[src/rtl/ap_ctrl_txn_monitor.sv]
// Per-channel ap_ctrl_hs transaction monitor: latency/iteration/stall statistics and sticky protocol errors.
// rd_data appears one cycle after rd_ch/rd_sel; busy/all_idle are combinational; pure observer, never stalls.
module ap_ctrl_txn_monitor #(
  parameter int NUM_CH = 4,
  parameter int CNT_W  = 32
) (
  input  logic              clock,
  input  logic              reset,
  input  logic [NUM_CH-1:0] ap_start,
  input  logic [NUM_CH-1:0] ap_done,
  input  logic [NUM_CH-1:0] ap_continue,
  input  logic [NUM_CH-1:0] iter_pulse,
  input  logic              clear,
  input  logic [2:0]        rd_ch,
  input  logic [2:0]        rd_sel,
  output logic [CNT_W-1:0]  rd_data,
  output logic [NUM_CH-1:0] busy,
  output logic [NUM_CH-1:0] proto_err,
  output logic              all_idle
);

  typedef enum logic [1:0] {
    ST_IDLE = 2'd0,
    ST_RUN  = 2'd1,
    ST_HOLD = 2'd2
  } state_e;

  localparam logic [CNT_W-1:0] CNT_ONE  = {{(CNT_W-1){1'b0}}, 1'b1};
  localparam logic [CNT_W-1:0] CNT_ZERO = '0;
  localparam logic [CNT_W-1:0] CNT_MAX  = '1;

  state_e           state_q     [NUM_CH];
  state_e           state_d     [NUM_CH];
  logic [CNT_W-1:0] lat_cnt_q   [NUM_CH];
  logic [CNT_W-1:0] lat_cnt_d   [NUM_CH];
  logic [CNT_W-1:0] iter_cnt_q  [NUM_CH];
  logic [CNT_W-1:0] iter_cnt_d  [NUM_CH];
  logic [CNT_W-1:0] txn_count_q [NUM_CH];
  logic [CNT_W-1:0] txn_count_d [NUM_CH];
  logic [CNT_W-1:0] last_lat_q  [NUM_CH];
  logic [CNT_W-1:0] last_lat_d  [NUM_CH];
  logic [CNT_W-1:0] min_lat_q   [NUM_CH];
  logic [CNT_W-1:0] min_lat_d   [NUM_CH];
  logic [CNT_W-1:0] max_lat_q   [NUM_CH];
  logic [CNT_W-1:0] max_lat_d   [NUM_CH];
  logic [CNT_W-1:0] last_iter_q [NUM_CH];
  logic [CNT_W-1:0] last_iter_d [NUM_CH];
  logic [CNT_W-1:0] hold_cyc_q  [NUM_CH];
  logic [CNT_W-1:0] hold_cyc_d  [NUM_CH];
  logic [NUM_CH-1:0] proto_err_q;
  logic [NUM_CH-1:0] proto_err_d;
  logic [CNT_W-1:0]  rd_data_q;
  logic [CNT_W-1:0]  rd_data_d;

  function automatic logic [CNT_W-1:0] sat_inc(input logic [CNT_W-1:0] v);
    return (v == CNT_MAX) ? v : v + CNT_ONE;
  endfunction

  // FSM state register
  always_ff @(posedge clock) begin
    for (int i = 0; i < NUM_CH; i++) begin
      if (!reset) state_q[i] <= ST_IDLE;
      else        state_q[i] <= state_d[i];
    end
  end

  // A done outside RUN is a protocol error and freezes the channel for that cycle.
  always_comb begin
    for (int i = 0; i < NUM_CH; i++) begin
      state_d[i] = state_q[i];
      case (state_q[i])
        ST_IDLE: begin
          if (!ap_done[i] && ap_start[i]) state_d[i] = ST_RUN;
        end
        ST_RUN: begin
          if (ap_done[i]) begin
            if (!ap_continue[i])   state_d[i] = ST_HOLD;
            else if (!ap_start[i]) state_d[i] = ST_IDLE;
          end
        end
        ST_HOLD: begin
          if (!ap_done[i] && ap_continue[i]) state_d[i] = ap_start[i] ? ST_RUN : ST_IDLE;
        end
        default: state_d[i] = ST_IDLE;
      endcase
    end
  end

  // FSM status outputs
  always_comb begin
    busy = '0;
    for (int i = 0; i < NUM_CH; i++) begin
      busy[i] = (state_q[i] != ST_IDLE);
    end
    all_idle = ~|busy;
  end

  always_comb begin
    for (int i = 0; i < NUM_CH; i++) begin
      lat_cnt_d[i]   = lat_cnt_q[i];
      iter_cnt_d[i]  = iter_cnt_q[i];
      txn_count_d[i] = txn_count_q[i];
      last_lat_d[i]  = last_lat_q[i];
      min_lat_d[i]   = min_lat_q[i];
      max_lat_d[i]   = max_lat_q[i];
      last_iter_d[i] = last_iter_q[i];
      hold_cyc_d[i]  = hold_cyc_q[i];
    end
    proto_err_d = proto_err_q;

    for (int i = 0; i < NUM_CH; i++) begin
      // Entering RUN, or back-to-back restart, begins a fresh measurement.
      if (state_d[i] == ST_RUN && (state_q[i] != ST_RUN || ap_done[i])) begin
        lat_cnt_d[i]  = CNT_ONE;
        iter_cnt_d[i] = CNT_ZERO;
      end else if (state_q[i] == ST_RUN && !ap_done[i]) begin
        lat_cnt_d[i] = sat_inc(lat_cnt_q[i]);
        if (iter_pulse[i]) iter_cnt_d[i] = sat_inc(iter_cnt_q[i]);
      end

      if (state_q[i] == ST_RUN && ap_done[i]) begin
        txn_count_d[i] = sat_inc(txn_count_q[i]);
        last_lat_d[i]  = lat_cnt_q[i];
        if (lat_cnt_q[i] < min_lat_q[i]) min_lat_d[i] = lat_cnt_q[i];
        if (lat_cnt_q[i] > max_lat_q[i]) max_lat_d[i] = lat_cnt_q[i];
        last_iter_d[i] = iter_pulse[i] ? sat_inc(iter_cnt_q[i]) : iter_cnt_q[i];
      end

      if (state_q[i] == ST_HOLD && !ap_done[i]) hold_cyc_d[i] = sat_inc(hold_cyc_q[i]);

      if (state_q[i] != ST_RUN && ap_done[i]) proto_err_d[i] = 1'b1;

      // Clear overrides any coincident recording; live measurement is untouched.
      if (clear) begin
        txn_count_d[i] = CNT_ZERO;
        last_lat_d[i]  = CNT_ZERO;
        min_lat_d[i]   = CNT_MAX;
        max_lat_d[i]   = CNT_ZERO;
        last_iter_d[i] = CNT_ZERO;
        hold_cyc_d[i]  = CNT_ZERO;
      end
    end
  end

  always_comb begin
    rd_data_d = CNT_ZERO;
    for (int i = 0; i < NUM_CH; i++) begin
      if (rd_ch == 3'(i)) begin
        case (rd_sel)
          3'd0:    rd_data_d = txn_count_q[i];
          3'd1:    rd_data_d = last_lat_q[i];
          3'd2:    rd_data_d = min_lat_q[i];
          3'd3:    rd_data_d = max_lat_q[i];
          3'd4:    rd_data_d = last_iter_q[i];
          3'd5:    rd_data_d = hold_cyc_q[i];
          3'd6:    rd_data_d = {{(CNT_W-3){1'b0}}, state_q[i], proto_err_q[i]};
          default: rd_data_d = CNT_ZERO;
        endcase
      end
    end
  end

  always_ff @(posedge clock) begin
    if (!reset) begin
      for (int i = 0; i < NUM_CH; i++) begin
        lat_cnt_q[i]   <= CNT_ZERO;
        iter_cnt_q[i]  <= CNT_ZERO;
        txn_count_q[i] <= CNT_ZERO;
        last_lat_q[i]  <= CNT_ZERO;
        min_lat_q[i]   <= CNT_MAX;
        max_lat_q[i]   <= CNT_ZERO;
        last_iter_q[i] <= CNT_ZERO;
        hold_cyc_q[i]  <= CNT_ZERO;
      end
      proto_err_q <= '0;
      rd_data_q   <= CNT_ZERO;
    end else begin
      for (int i = 0; i < NUM_CH; i++) begin
        lat_cnt_q[i]   <= lat_cnt_d[i];
        iter_cnt_q[i]  <= iter_cnt_d[i];
        txn_count_q[i] <= txn_count_d[i];
        last_lat_q[i]  <= last_lat_d[i];
        min_lat_q[i]   <= min_lat_d[i];
        max_lat_q[i]   <= max_lat_d[i];
        last_iter_q[i] <= last_iter_d[i];
        hold_cyc_q[i]  <= hold_cyc_d[i];
      end
      proto_err_q <= proto_err_d;
      rd_data_q   <= rd_data_d;
    end
  end

  assign rd_data   = rd_data_q;
  assign proto_err = proto_err_q;

endmodule

[config.mk]
export PLATFORM = sky130hd
export DESIGN_NAME = ap_ctrl_txn_monitor
export DESIGN_NICKNAME = d
export VERILOG_FILES = /design/src/rtl/ap_ctrl_txn_monitor.sv
export SDC_FILE = /design/constraint.sdc
export NUM_CORES = 2
export LEC_CHECK = 0
export ABC_AREA = 1
export CORE_UTILIZATION = 50
export DETAILED_ROUTE_END_ITERATION = 12
export GPL_TIMING_DRIVEN = 0
export PLACE_DENSITY = 0.66
export RECOVER_POWER = 50
export SLEW_MARGIN = 20
export SYNTH_ARGS = -nofsm -noshare
export SYNTH_HDL_FRONTEND = slang
export SYNTH_SLANG_ARGS = --single-unit
[constraint.sdc]
create_clock -name clock -period 2.75 [get_ports clock]
set_clock_uncertainty 0.05 [all_clocks]
set_input_delay 0.4125 -clock clock [delete_from_list [all_inputs] [get_ports clock]]
set_output_delay 0.4125 -clock clock [all_outputs]
set_load 0.005 [all_outputs]
==> impl_metrics.tcl <==
set metrics [dict create \
    cp_cell_sequence "dlygate4sd2_1 > nand2_1 > nor2_4 > clkbuf_2 > nand2_1 > o211ai_1 > o21ai_0 > nand3_1 > nor2_1 > nor2_1" \
    ys_ff_latch 1068 \
    syn_area_um2 64730 \
    drv_cap 0 \
    timing.slew.headroom_pct 5.245 \
    cp.buffers_inverters 2 \
    fin_ws_ns -0.2082 \
    crit_slowest_cell "dlygate4sd2_1" \
    initial_core_util_pct 50.57 \
    use_met2_pct 64.29 \
    cts_root_buffer "clkbuf_16" \
    io-pin-count 66 \
    ctsHoldBuffers 0 \
    clk_latency_ns 0.79 \
    critPathKind "input port to register" \
    grt_max_degree 17 \
    pre_cts_ws_ns -1.853 \
    die_h_um 361.8 \
    syn_avg_cell_area_um2 6.343 \
    synthFlopType "dfxtp_1" \
    setup-tns-final_ns -2.077 \
    drv_slew 0 \
    io_buffers 61 \
    syn_to_final_growth_pct 11.79 \
    nets 10690 \
    clkSinkCount 1068 \
    cp_data_arrival_time_ns 3.58 \
    antenna_found_initial 15 \
    setup_viol 23 \
    violations "setup timing" \
    grt_pass1_wl_mm 421.8 \
    rsz0062_at_grt "true" \
    final.period_utilization_pct 107.6 \
    busiest_layer "met2" \
    dpl_cell_area_um2 67580 \
    critical_path_required_ns 3.37 \
    drc 0 \
    irDropWorstVdd_mv 0.5125 \
    max_freq_ghz 0.3380 \
    powerDensity_nw_per_um2 515.5 \
    syn_inst 10210 \
    gr-usage-met3_pct 10.82 \
    clockBufferDepth 3 \
    wl_per_cell_um 24.01 \
    grtUsageTotal_pct 43.16 \
    routed_via_density 5.952 \
    seq_area_frac_synth_pct 33.03 \
    worstSetupStartpointType "input port" \
    crit_path_end_kind "register" \
    met1_usage_pct 57.56 \
    fillers 13050 \
    worstMarginPinSlew_ns 1.421 \
    vias 72820 \
    leakagePower_nw 29.29 \
    core_area_um2 128000 \
    first_global_vias 64840 \
    crit_fanout 10 \
    dieWidth_um 361.8 \
    synth_nets 10500 \
    critPathTopFamily "simple AND/OR/NAND/NOR gates" \
    synth_cell_type_count 53 \
    cts_tree "built" \
    synth_edf_count 0 \
    final_area_um2 72370 \
    ys_warn_count 0 \
    cts_max_level 3 \
    slowest_delay_ns 0.50 \
    initialDrtViolationCount 10610 \
    grt_overflow 0 \
    period_needed_ns 2.958 \
    std_cell_rows 131 \
    clk_pin_slew_worst_paths_ns 0.06 \
    hp-class "input port to register" \
    wirelength_mm 293.7 \
    status "complete, but fails checks" \
    ys_async_sr_fraction_pct 0 \
    cts_inserted_buffers 121 \
    die_area_um2 130900 \
    hold_viol 0 \
    globalplace.congestion 1.173 \
    drive_gt1_share_pct 5.257 \
    firstDrtPassIters 7 \
    dpl.hpwl_mm 232.2 \
    ant_nets 0 \
]
-- layout make-up --
class                      count  area (µm²)  share of cell area [%]
inverter                    1217        4571                   6.316
buffer                       475        2122                   2.932
clock inverter                59       773.2                   1.068
timing repair buffer          69       709.4                  0.9803
clock buffer                 167        3503                   4.841
sequential                  1068       21380                   29.55
tap                         1729        2163                   2.989
antenna                        4       10.01                 0.01383
multi-input combinational   7446       37130                   51.31
-- cells by family (layout without fill, tap and decap cells) --
family	after synthesis	after routing	share of synthesized area [%]
flip-flops	1068	1068	33.03
AO/OA/AOI/OAI	1674	1674	14.36
AND/OR/NAND/NOR	5248	5248	33.92
other	0	4	0
adder cells (fa/ha/maj)	268	268	5.180
buffers and inverters	1692	1987	10.05
XOR/XNOR	256	256	3.464
-- synthesized netlist by cell type (10+ instances only) --
cell type / n / area [µm²]
a21o_1: 10 / 75.07
a21oi_1: 877 / 4389
and3_1: 20 / 125.1
buf_1: 22 / 82.58
buf_2: 109 / 545.5
clkbuf_1: 339 / 1272
dfxtp_1: 1068 / 21380
ha_1: 268 / 3353
inv_1: 1170 / 4392
inv_2: 44 / 165.2
nand2_1: 2864 / 10750
nand3_1: 972 / 4865
nand4_1: 145 / 907.1
nor2_1: 911 / 3420
nor3_1: 265 / 1326
nor3_2: 14 / 140.1
nor3b_1: 17 / 127.6
o211ai_1: 137 / 1028
o21a_1: 93 / 698.2
o21ai_0: 399 / 1997
o21ai_1: 27 / 135.1
o221ai_1: 29 / 254.0
o22ai_1: 51 / 319.1
o31ai_1: 15 / 112.6
xnor2_1: 29 / 254.0
xor2_1: 227 / 1988
-- metrics by stage --
step                      utilization (%)  hold slack, ns  std cells  power [W]
after floorplan                         -          0.3789      10210    0.01811
after global placement              52.74          0.3878      12000    0.01951
after detailed placement            52.79          0.3923      12000    0.01956
after CTS                           56.35          0.1332      12220    0.03705
after global routing                56.53          0.2124      12230    0.03804
final                               56.53          0.1636      12230    0.03731
-- sequential cells by signal, indices dropped and copies added (netlist names) --
name and count:
hold_cyc_q 128, iter_cnt_q 128, lat_cnt_q 128, last_iter_q 128, min_lat_q 128, proto_err 4
max_lat_q 128, rd_data 32, txn_count_q 128, last_lat_q 128, state_q 8
-- path summary, 6_finish.rpt --
check	cells past startpoint	end	slack, ns	from
min	6	iter_cnt_q[1][17]$_SDFFE_PP0P_	0.16	iter_pulse[1]
max	10	rd_data[23]$_SDFF_PN0_	-0.21	rd_sel[0]
max reg2reg	8	last_iter_q[1][28]$_SDFFE_PP0P_	0.03	state_q[1][1]$_SDFF_PN0_
min reg2reg	2	min_lat_q[0][3]$_SDFFE_PP1P_	0.41	min_lat_q[0][3]$_SDFFE_PP1P_
-- worst register-to-register path, cell delays in order, from the launching register on --
cell,delay [ns]
dfxtp_1,0.33
inv_2,0.08
nand2_1,0.10
nor2_1,0.48
clkbuf_1,0.51
clkbuf_1,0.62
nand3_1,0.29
nand2_1,0.12
inv_1,0.04
-- timing repair --
action                     CTS  global route
setup endpoints to repair  428           393
buffers inserted             0             6
hold endpoints to repair     0             0
gates cloned                 0             0
pin swaps                    0             2
resized for setup          147            99
-- routing by layer --
metal	share of wire [%]	routed length (µm)
met5	0.031	92
met4	6.3	18500
met3	12	36180
met2	41	121200
met1	40	117800
-- placed cells by master, fill, tap and decap left out, types with 96 or more instances in the layout --
cell type / instances
buf_2: 96
nor2_1: 897
xor2_1: 227
clkbuf_1: 283
ha_1: 267
o211ai_1: 137
nor3_1: 260
nand3_1: 967
inv_1: 1172
nand2_1: 2853
nand4_1: 145
clkbuf_16: 123
a21oi_1: 874
dfxtp_1: 1066
o21ai_0: 365
-- power by group --
group,switching [W],internal (W)
clock network,0.00742,0.0104
logic,0.00274,0.000843
registers,0.000221,0.0157
total,0.0104,0.0269
No activity file was read; power rests on OpenSTA's default activity.
